<file path="src/rtl/alu_pipe.sv">
// alu_pipe: single-issue ALU with registered result and flags, plus an
// optional iterative shift-and-add multiplier.
//
// Build option: define ALU_PIPE_MUL_EN to include the multiplier (MUL state,
// bit counter, product register). Without it, op[3]=1 completes in one cycle
// with result, mul_hi and all flags forced to zero.
//
// Handshake: an operation is accepted on a rising edge where
// in_valid && in_ready; a result is consumed on a rising edge where
// out_valid && out_ready. The producer holds op/ctrl/src_* stable while
// in_valid is high and in_ready is low. result/mul_hi/flags stay stable
// while out_valid is high and out_ready is low.
//
// dbg_state exposes the FSM state: 0 = IDLE, 1 = MUL, 2 = DONE.
module alu_pipe #(
  parameter int WIDTH = 32
) (
  input  logic             clk,
  input  logic             rst,
  input  logic             in_valid,
  output logic             in_ready,
  input  logic [3:0]       op,
  input  logic             ctrl,
  input  logic [WIDTH-1:0] src_a,
  input  logic [WIDTH-1:0] src_b,
  output logic             out_valid,
  input  logic             out_ready,
  output logic [WIDTH-1:0] result,
  output logic [WIDTH-1:0] mul_hi,
  output logic             carry,
  output logic             overflow,
  output logic             sign,
  output logic             equal,
  output logic             greater,
  output logic             less,
  output logic [1:0]       dbg_state
);

  localparam int SHW = $clog2(WIDTH);

  typedef enum logic [1:0] {
    IDLE = 2'd0,
`ifdef ALU_PIPE_MUL_EN
    MUL  = 2'd1,
`endif
    DONE = 2'd2
  } state_t;

  state_t state_q, state_d;
  logic   accept;

  logic [WIDTH-1:0] alu_res;
  logic [WIDTH-1:0] b_eff;
  logic [WIDTH:0]   sum_ext;
  logic [SHW-1:0]   shamt;
  logic             alu_c, alu_v, alu_s, alu_e, alu_g, alu_l;

  assign accept    = in_valid & in_ready;
  assign dbg_state = state_q;

  // Combinational ALU evaluated on the live inputs; its outputs are only
  // captured on the accepting edge.
  always_comb begin
    alu_res = '0;
    alu_c   = 1'b0;
    alu_v   = 1'b0;
    alu_s   = 1'b0;
    alu_e   = 1'b0;
    alu_g   = 1'b0;
    alu_l   = 1'b0;
    b_eff   = ctrl ? ~src_b : src_b;
    sum_ext = {1'b0, src_a} + {1'b0, b_eff} + {{WIDTH{1'b0}}, ctrl};
    shamt   = src_b[SHW-1:0];
    case (op[2:0])
      3'b000: begin
        alu_res = sum_ext[WIDTH-1:0];
        alu_c   = sum_ext[WIDTH];
        alu_v   = (src_a[WIDTH-1] == b_eff[WIDTH-1]) &&
                  (sum_ext[WIDTH-1] != src_a[WIDTH-1]);
        alu_s   = sum_ext[WIDTH-1];
      end
      3'b001: alu_res = src_a << shamt;
      3'b010: begin
        alu_l   = $signed(src_a) < $signed(src_b);
        alu_g   = $signed(src_a) > $signed(src_b);
        alu_e   = src_a == src_b;
        alu_res = {{(WIDTH-1){1'b0}}, alu_l};
      end
      3'b011: begin
        alu_l   = src_a < src_b;
        alu_g   = src_a > src_b;
        alu_e   = src_a == src_b;
        alu_res = {{(WIDTH-1){1'b0}}, alu_l};
      end
      3'b100: alu_res = src_a ^ src_b;
      3'b101: alu_res = ctrl ? $unsigned($signed(src_a) >>> shamt) : (src_a >> shamt);
      3'b110: alu_res = src_a | src_b;
      default: alu_res = src_a & src_b;
    endcase
  end

`ifdef ALU_PIPE_MUL_EN
  localparam logic [SHW-1:0] CNT_LAST = SHW'(WIDTH - 1);

  logic [SHW-1:0]     cnt_q;
  logic [WIDTH-1:0]   mcand_q;
  logic [2*WIDTH-1:0] prod_q, prod_next;
  logic [WIDTH:0]     partial;

  // One shift-and-add step: the multiplier sits in the low half of prod_q
  // and is consumed LSB first while the partial sum shifts in from the top.
  always_comb begin
    partial   = {1'b0, prod_q[2*WIDTH-1:WIDTH]} + (prod_q[0] ? {1'b0, mcand_q} : '0);
    prod_next = {partial, prod_q[WIDTH-1:1]};
  end

  // Multiplier registers: load at acceptance, step once per MUL cycle;
  // the counter saturates at its last value instead of wrapping.
  always_ff @(posedge clk) begin
    if (rst) begin
      cnt_q   <= '0;
      mcand_q <= '0;
      prod_q  <= '0;
    end else if (accept && op[3]) begin
      cnt_q   <= '0;
      mcand_q <= src_a;
      prod_q  <= {{WIDTH{1'b0}}, src_b};
    end else if (state_q == MUL) begin
      prod_q <= prod_next;
      if (cnt_q != CNT_LAST) cnt_q <= cnt_q + SHW'(1);
    end
  end
`endif

  // FSM state register.
  always_ff @(posedge clk) begin
    if (rst) state_q <= IDLE;
    else     state_q <= state_d;
  end

  // Next-state and handshake outputs.
  always_comb begin
    state_d   = state_q;
    in_ready  = 1'b0;
    out_valid = 1'b0;
    case (state_q)
      IDLE: begin
        in_ready = 1'b1;
        if (in_valid) begin
`ifdef ALU_PIPE_MUL_EN
          state_d = op[3] ? MUL : DONE;
`else
          state_d = DONE;
`endif
        end
      end
`ifdef ALU_PIPE_MUL_EN
      MUL: begin
        if (cnt_q == CNT_LAST) state_d = DONE;
      end
`endif
      DONE: begin
        out_valid = 1'b1;
        in_ready  = out_ready;
        if (out_ready) begin
          if (in_valid) begin
`ifdef ALU_PIPE_MUL_EN
            state_d = op[3] ? MUL : DONE;
`else
            state_d = DONE;
`endif
          end else begin
            state_d = IDLE;
          end
        end
      end
      default: state_d = IDLE;
    endcase
  end

  // Output registers: ALU results land on the accepting edge, products on
  // the final multiply step; everything holds otherwise.
  always_ff @(posedge clk) begin
    if (rst) begin
      result   <= '0;
      mul_hi   <= '0;
      carry    <= 1'b0;
      overflow <= 1'b0;
      sign     <= 1'b0;
      equal    <= 1'b0;
      greater  <= 1'b0;
      less     <= 1'b0;
    end else if (accept) begin
      mul_hi   <= '0;
      result   <= op[3] ? '0 : alu_res;
      carry    <= ~op[3] & alu_c;
      overflow <= ~op[3] & alu_v;
      sign     <= ~op[3] & alu_s;
      equal    <= ~op[3] & alu_e;
      greater  <= ~op[3] & alu_g;
      less     <= ~op[3] & alu_l;
    end
`ifdef ALU_PIPE_MUL_EN
    else if (state_q == MUL && cnt_q == CNT_LAST) begin
      result <= prod_next[WIDTH-1:0];
      mul_hi <= prod_next[2*WIDTH-1:WIDTH];
    end
`endif
  end

endmodule

</file>
<file path="config.mk">
export PLATFORM = sky130hd
export DESIGN_NAME = alu_pipe
export DESIGN_NICKNAME = d
export VERILOG_FILES = /design/src/rtl/alu_pipe.sv
export SDC_FILE = /design/constraint.sdc
export NUM_CORES = 1
export LEC_CHECK = 0
export CELL_PAD_IN_SITES_DETAIL_PLACEMENT = 0
export CELL_PAD_IN_SITES_GLOBAL_PLACEMENT = 1
export CORE_MARGIN = 3
export CORE_UTILIZATION = 42
export DETAILED_ROUTE_END_ITERATION = 16
export GPL_TIMING_DRIVEN = 0
export PLACE_DENSITY = 0.88
export SLEW_MARGIN = 10
export SYNTH_ARGS = -nofsm -noshare
export SYNTH_HDL_FRONTEND = slang
export SYNTH_SLANG_ARGS = --single-unit
</file>
<file path="constraint.sdc">
create_clock -name clk -period 4.87 [get_ports clk]
set_input_delay 0.487 -clock clk [delete_from_list [all_inputs] [get_ports clk]]
set_output_delay 0.487 -clock clk [all_outputs]
set_load 0.02 [all_outputs]
</file>
==> metrics.md, run 1 <==
| Metric | Value |
|---|---|
| Initial Utilization | `42.8%` |
| Antenna Nets Post-Route | `0` |
| Vias in the first global route | `12.0k` |
| Worst-margin pin slew | `1300 ps` |
| Initial DRC Count | `2022` |
| Crit Path Class | `primary input to register` |
| DRC viols | `0` |
| Routability cong. | `1.07` |
| Clock skew | `3.72 ps` |
| CP Data Arrival Time | `5010 ps` |
| GR Util All Layers | `40.6%` |
| Crit-path most repeated cell | `buf_4` |
| DP Cell Count | `1907` |
| Final wirelength | `58700 um` |
| Synth Warn # | `0` |
| DR WL met2 | `24900 um` |
| Post-synth EDFFs | `0` |
| Synth area leaders | `ha_1, mux4_2, dfxtp_1` |
| First-pass GRT wire length | `84100 um` |
| #FFs+latches synth | `39` |
| Worst Reg2Reg Path Length in Cells | `7` |
| Root Driver | `clkbuf_16` |
| Top_reg_cell synth | `dfxtp_1` |
| Avg Inst Size Synth | `7.53 um2` |
| Final hold slack | `458 ps` |
| DR WL met3 | `6730 um` |
| Core Area | `0.0253 mm2` |
| Vias per cell | `6.65` |
| Share of the synthesized area in the top cell type | `14.8%` |
| Drt pass-1 iters | `5` |
| DR top layer | `met4` |
| Hold Crit Depth | `2` |
| CP Cell Sequence | `clkdlybuf4s50_1 > buf_6 > buf_6 > buf_4 > buf_4 > buf_4 > xor2_1 > inv_1 > fa_1 > nand2b_1 > a21oi_4 > o21ai_1 > a211o_1 > and3_1 > or2_1 > mux2_2 > a21oi_1` |
| Synth cell types | `77` |
| Post-place instance area | `0.0124 mm2` |
| Post-synth top cells | `nand2_1, ha_1, nor2_1` |
| Period utilization | `98.2%` |
| Cell row count | `58` |
| Num CTS Buffers | `5` |
| Layout cell share with drive strength beyond 1 | `10.9%` |
| Final Util | `49.9%` |
| Final setup fails | `0` |
| Wire per inst | `30.6 um` |
| Worst-Skew Late Latency | `300 ps` |
| Fillers | `2597` |
| I/O pin total | `147` |
| Mapped cell area | `0.0108 mm2` |
| Antenna violations before repair | `0` |
| Leak | `5.43 nW` |
| Worst path depth | `17` |
| Final setup margin | `89.2 ps` |
| Clock buffer depth | `2` |
| Clk sink count | `39` |
| Req. time, crit path | `5100 ps` |
| Metal-1 WL | `24100 um` |
| Buffers added on ports | `109` |
| Asr flop ratio synth | `0%` |
| Height of the chip | `166 um` |
| Vias | `12.7k` |
| Max-Cap Viols | `0` |
| Pwr Total | `2.20 mW` |
| Max Clk Rate | `209 MHz` |
| Post-Layout Cell Count | `1915` |
| CP Capture Type | `register` |
| Final #Nets | `1785` |
| Post-CTS Hold Buffers | `0` |
| Area growth, synth to finish | `16.6%` |
| Pwr/cell area | `174 mW/mm2` |
| Max rail drop VDD | `0.144 mV` |
| Largest net degree at the start of global routing | `14` |
| Nature of the critical path startpoint | `primary input` |
| Total grt overflow | `0` |
| Pins Over Slew Limit | `0` |
| Top-count cell post-synth | `nand2_1` |
| Delay-heaviest family, CP | `buffers and inverters` |
| Status | `finished clean` |
| Die area | `0.0277 mm2` |
| Cells after Synth | `1436` |
| Design Area, Final | `0.0126 mm2` |
| RSZ-0062 raised after global routing | `no` |
| Synth area leader | `ha_1` |
| Critical path fanouts, max | `10` |
| CP max stage cell | `clkdlybuf4s50_1` |
| DP Worst Slack | `-718 ps` |
| Final Hold Viols | `0` |
| Period minus WS final | `4780 ps` |
| Largest stage delay, worst path | `660 ps` |
| TritonCTS clock tree | `built` |
| Detailed-placement wirelength estimate | `47600 um` |
| H-tree levels | `2` |
| Sequential-to-total area share from yosys stat | `7.22%` |
| Final TNS setup | `0 ps` |
| Worst-path clk slew | `60 ps` |
| Die outline width | `166 um` |
| Relative slew slack | `12.6%` |
| Hold Crit Class | `register to register` |
| Crit path buf inv count | `7` |
[repair_timing]
item,in CTS,in global routing
hold endpoints to repair,0,0
cloned,0,0
pin swaps,0,0
setup buffers,0,0
endpoints found under the setup margin,12,6
resized for setup,6,8
[kinds of logic (layout without fill, tap and decap cells)]
logic type | Yosys count | count (layout) | synth area share, %
compound gates | 442 | 442 | 26.4
xor+xnor | 54 | 54 | 4.37
fa+ha+maj | 129 | 129 | 15.0
buf+inv | 239 | 355 | 11.1
flops | 39 | 39 | 7.22
mux | 148 | 148 | 20.1
other cells | 1 | 34 | 0.0347
simple gates | 384 | 384 | 15.8
[layout make-up]
cell class / count / area, um2 / share of cell area, %
diodes: 1 / 2.50 / 0.0198
flip-flops and latches: 39 / 781 / 6.19
inverters: 88 / 330 / 2.62
well taps: 330 / 413 / 3.27
multi-input cells: 1190 / 8990 / 71.3
clock inverters: 1 / 5.00 / 0.0397
repair buffers: 109 / 1090 / 8.61
plain buffers: 150 / 867 / 6.88
clock buffers: 7 / 133 / 1.05
[sequential cells by signal (all words and copies together), names as in the netlist]
register and flops:
less 1, sign 1, greater 1, overflow 1, carry 1, equal 1
dbg_state 1, result 32
[routing by layer]
| layer | track usage (%) | vias to the layer above |
|---|---|---|
| li1 | - | 5510 |
| met5 | 0.870 | - |
| met2 | 61.6 | 969 |
| met3 | 8.62 | 161 |
| met1 | 56.7 | 6093 |
| met4 | 14.9 | 0 |
[report_power, final]
group | internal (mW) | switching [mW] | total, mW
combinational | 0.540 | 0.974 | 1.51
sequential | 0.332 | 0.0105 | 0.343
clock | 0.190 | 0.154 | 0.345
[worst register-to-register path, cell delays in order (launching register included)]
cell,delay [ps]
dfxtp_1,330
nand2b_1,130
nand2_1,150
nor3_1,490
clkbuf_1,500
clkbuf_1,580
o221ai_1,370
o211ai_1,180
[worst paths after layout]
path | startpoint | end | slack, ps
setup reg to reg | dbg_state[1]$_SDFFE_PP0P_ | result[30]$_SDFFE_PP0P_ | 2070
setup / recovery | src_b[1] | result[22]$_SDFFE_PP0P_ | 90
hold / removal | less$_SDFFE_PP0P_ | less$_SDFFE_PP0P_ | 460
hold reg to reg | less$_SDFFE_PP0P_ | less$_SDFFE_PP0P_ | 460
[layout by cell type (no fill, tap or decap), types with 25 or more instances in the layout]
cell type	netlist	routed
nand2_1	141	141
ha_1	128	128
nor2_1	120	120
o21ai_0	116	116
a21oi_1	111	110
clkdlybuf4s50_1	0	108
inv_1	86	86
mux2i_1	75	75
clkbuf_1	64	64
mux4_2	43	43
xor2_1	42	42
buf_4	41	42
dfxtp_1	39	39
conb_1	1	33
nor3_1	25	25
Note: power is estimated with default switching activity, not from simulation.
==> run 2, diff against run 1 <==
CAP_MARGIN = 20   (was not set)
==> run 2 against run 1 <==
Compared with the run above: via count up 0.10%; final area rose by 0.21%; global-route usage about the same; maximum frequency shrank 1.3%; final cell count grew 0.10%; highest routed layer is now met5; die area stayed put; register-to-register slack barely moved; first-iteration DRC count is the same; sequential share of layout area is essentially flat; critical path type unchanged; critical path depth decreased by 5.
==> metrics.md, run 2 (synthesis results as in run 1) <==
| Metric | Value |
|---|---|
| Clock skew | `3.65 ps (was 3.72 ps)` |
| DP Cell Count | `1908 (was 1907)` |
| Reg2reg setup slack | `2080 ps (was 2070 ps)` |
| Final setup fails | `0 (unchanged)` |
| Max Clk Rate | `206 MHz (was 209 MHz)` |
| Pins Over Slew Limit | `0 (unchanged)` |
| Period minus WS final | `4840 ps (was 4780 ps)` |
| Total grt overflow | `0 (unchanged)` |
| Vias in the first global route | `12.0k (about the same)` |
| First-pass GRT wire length | `83600 um (was 84100 um)` |
| Vias | `12.7k (about the same)` |
| Post-place instance area | `0.0124 mm2 (about the same)` |
| Setup Fix Bufs, Post-CTS | `0 (unchanged)` |
| Hold Crit Class | `register to register (unchanged)` |
| Vias per cell | `6.65 (about the same)` |
| Status | `finished clean (unchanged)` |
| Max rail drop VDD | `0.124 mV (was 0.144 mV)` |
| Clock buffer depth | `2 (unchanged)` |
| Delay-heaviest family, CP | `buffers and inverters (unchanged)` |
| Reg-to-reg endpoint | `result[30]$_SDFFE_PP0P_ (unchanged)` |
| Pwr/cell area | `175 mW/mm2 (was 174 mW/mm2)` |
| Commonest non-fill, non-tap cells in the layout | `nand2_1, ha_1, nor2_1 (unchanged)` |
| Largest register FFs | `32 (unchanged)` |
| Clk sink count | `39 (unchanged)` |
| Final TNS setup | `0 ps (unchanged)` |
| Hold Startpoint | `less$_SDFFE_PP0P_ (unchanged)` |
| ANT cells | `0 (was 1)` |
| Cell Int Power | `1.06 mW (about the same)` |
| GR Util All Layers | `40.6% (about the same)` |
| Final Hold Viols | `0 (unchanged)` |
| Root Driver | `clkbuf_16 (unchanged)` |
| Antenna violations before repair | `0 (unchanged)` |
| CP Data Arrival Time | `5080 ps (was 5010 ps)` |
| CP Capture Type | `register (unchanged)` |
| Net switching power | `1.14 mW (about the same)` |
| Routability cong. | `1.07 (unchanged)` |
| Buffers added on ports | `109 (unchanged)` |
| Final #Nets | `1788 (was 1785)` |
| H-tree levels | `2 (unchanged)` |
| Reg power frac | `15.5% (was 15.6%)` |
| Pwr Total | `2.21 mW (was 2.20 mW)` |
| Worst-path clk slew | `60 ps (about the same)` |
| Leak | `5.45 nW (was 5.43 nW)` |
| Nature of the critical path startpoint | `primary input (unchanged)` |
| Initial Utilization | `42.8% (unchanged)` |
| Hold Crit Depth | `2 (unchanged)` |
| Most common cell after layout, fill and taps aside | `nand2_1 (unchanged)` |
| Reg2reg start | `dbg_state[1]$_SDFFE_PP0P_ (unchanged)` |
| Worst Reg2Reg Path Length in Cells | `7 (unchanged)` |
| Area growth, synth to finish | `16.9% (was 16.6%)` |
| Clock power share | `15.8% (was 15.7%)` |
| Initial DRC Count | `2022 (unchanged)` |
| Sw Share | `51.8% (was 51.7%)` |
| Detailed-placement wirelength estimate | `47600 um (about the same)` |
| Period utilization | `99.5% (was 98.2%)` |
| Cell row count | `58 (unchanged)` |
| Final hold slack | `457 ps (was 458 ps)` |
| Layout cell share with drive strength beyond 1 | `11.2% (was 10.9%)` |
| TritonCTS clock tree | `built (unchanged)` |
| Largest net degree at the start of global routing | `14 (unchanged)` |
| Gate power share | `68.7% (was 68.8%)` |
| RSZ-0062 raised after global routing | `no (unchanged)` |
| Max-Cap Viols | `0 (unchanged)` |
| CP Cell Sequence | `clkdlybuf4s50_1 > clkbuf_1 > clkbuf_1 > xor2_1 > ha_1 > nand2_1 > o22ai_2 > o21ai_1 > a21oi_1 > o21ai_0 > or4_1 > a31oi_1 (was clkdlybuf4s50_1 > buf_6 > buf_6 > buf_4 > buf_4 > buf_4 > xor2_1 > inv_1 > fa_1 > nand2b_1 > a21oi_4 > o21ai_1 > a211o_1 > and3_1 > or2_1 > mux2_2 > a21oi_1)` |
| Num CTS Buffers | `5 (unchanged)` |
| Core Area | `0.0253 mm2 (unchanged)` |
| Crit path buf inv count | `3 (was 7)` |
| Req. time, crit path | `5110 ps (was 5100 ps)` |
| Hold endpoint | `less$_SDFFE_PP0P_ (unchanged)` |
| Drt pass-1 iters | `8 (was 5)` |
| Largest stage delay, worst path | `800 ps (was 660 ps)` |
| Worst-Skew Late Latency | `310 ps (was 300 ps)` |
| Crit Path Class | `primary input to register (unchanged)` |
| CP max stage cell | `clkdlybuf4s50_1 (unchanged)` |
| Critical path fanouts, max | `10 (unchanged)` |
| DRC viols | `0 (unchanged)` |
| Final wirelength | `59000 um (was 58700 um)` |
| Wire per inst | `30.8 um (was 30.6 um)` |
| Reg with most FFs | `result (unchanged)` |
| Crit-path most repeated cell | `clkbuf_1 (was buf_4)` |
| Fillers | `2572 (was 2597)` |
| Height of the chip | `166 um (unchanged)` |
| Die area | `0.0277 mm2 (unchanged)` |
| Post-Layout Cell Count | `1917 (was 1915)` |
| Worst-margin pin slew | `1010 ps (was 1300 ps)` |
| Die outline width | `166 um (unchanged)` |
| I/O pin total | `147 (unchanged)` |
| Antenna Nets Post-Route | `0 (unchanged)` |
| Relative slew slack | `32.6% (was 12.6%)` |
| Design Area, Final | `0.0126 mm2 (about the same)` |
## run 2: changes by cell type in the layout (fill, tap and decap cells not counted), sizes merged
cell           previous run  this run
clkdlybuf4s15             0         1
diode                     1         0
clkbuf                   71        73
## run 2: final cells by class
class | count | area, um2 | area share, %
clock inverter | 1 | 5.00 | 0.0396
buffer | 151 | 875 | 6.92
sequential | 39 | 781 | 6.18
clock buffer | 7 | 133 | 1.05
inverter | 88 | 330 | 2.61
timing repair buffer | 111 | 1110 | 8.76
multi-input combinational | 1190 | 8990 | 71.2
tap | 330 | 413 | 3.27
## run 2: metal layers
layer,up-vias,wire length (um),part of all wire [%],GRT usage (%)
met2,994,24800,42,60.4
met4,2,3080,5.2,16.5
li1,5499,-,-,-
met3,167,7410,13,11.4
met1,6084,23600,40,55.4
met5,-,28,0.047,0.870
## run 2: power groups by stage
stage	Sequential (mW)	Combinational, mW	Clock, mW
floorplan	0.362	0.885	0
global placement	0.349	1.44	0
CTS	0.342	1.45	0.346
finish	0.342	1.52	0.348
global route	0.343	1.59	0.362
detailed placement	0.349	1.44	0
## run 2: worst min-delay path: stages (launching register included)
cell and delay, ps:
dfxtp_1 330, nand2_1 40, o21ai_0 50
## run 2: how the worst max path moves through the flow
stage             start                      end  slack, ps  cells past startpoint
6_report       src_b[4]  result[25]$_SDFFE_PP0P_         30                     12
5_1_grt        src_b[4]  result[25]$_SDFFE_PP0P_         20                     12
3_5_place_dp       ctrl  result[24]$_SDFFE_PP0P_       -740                     15
4_1_cts        src_b[1]  result[24]$_SDFFE_PP0P_         70                     17
3_3_place_gp       ctrl  result[24]$_SDFFE_PP0P_       -680                     15
2_1_floorplan      ctrl  result[24]$_SDFFE_PP0P_       1000                     15
## run 2: timing repair
action / CTS / global route
pin swaps: 0 / 0
hold endpoints to repair: 0 / 0
hold buffers: 0 / 0
resized for setup: 8 / 9
setup endpoints to repair: 14 / 7
## run 2: through the flow
| step | util, % | setup WS, ps |
|---|---|---|
| 6_report | 50.0 | 26.7 |
| 5_1_grt | 50.0 | 17.3 |
| 4_1_cts | 49.9 | 66.9 |
| 3_5_place_dp | 49.3 | -737 |
| 3_3_place_gp | 49.2 | -676 |
| 2_1_floorplan | - | 996 |
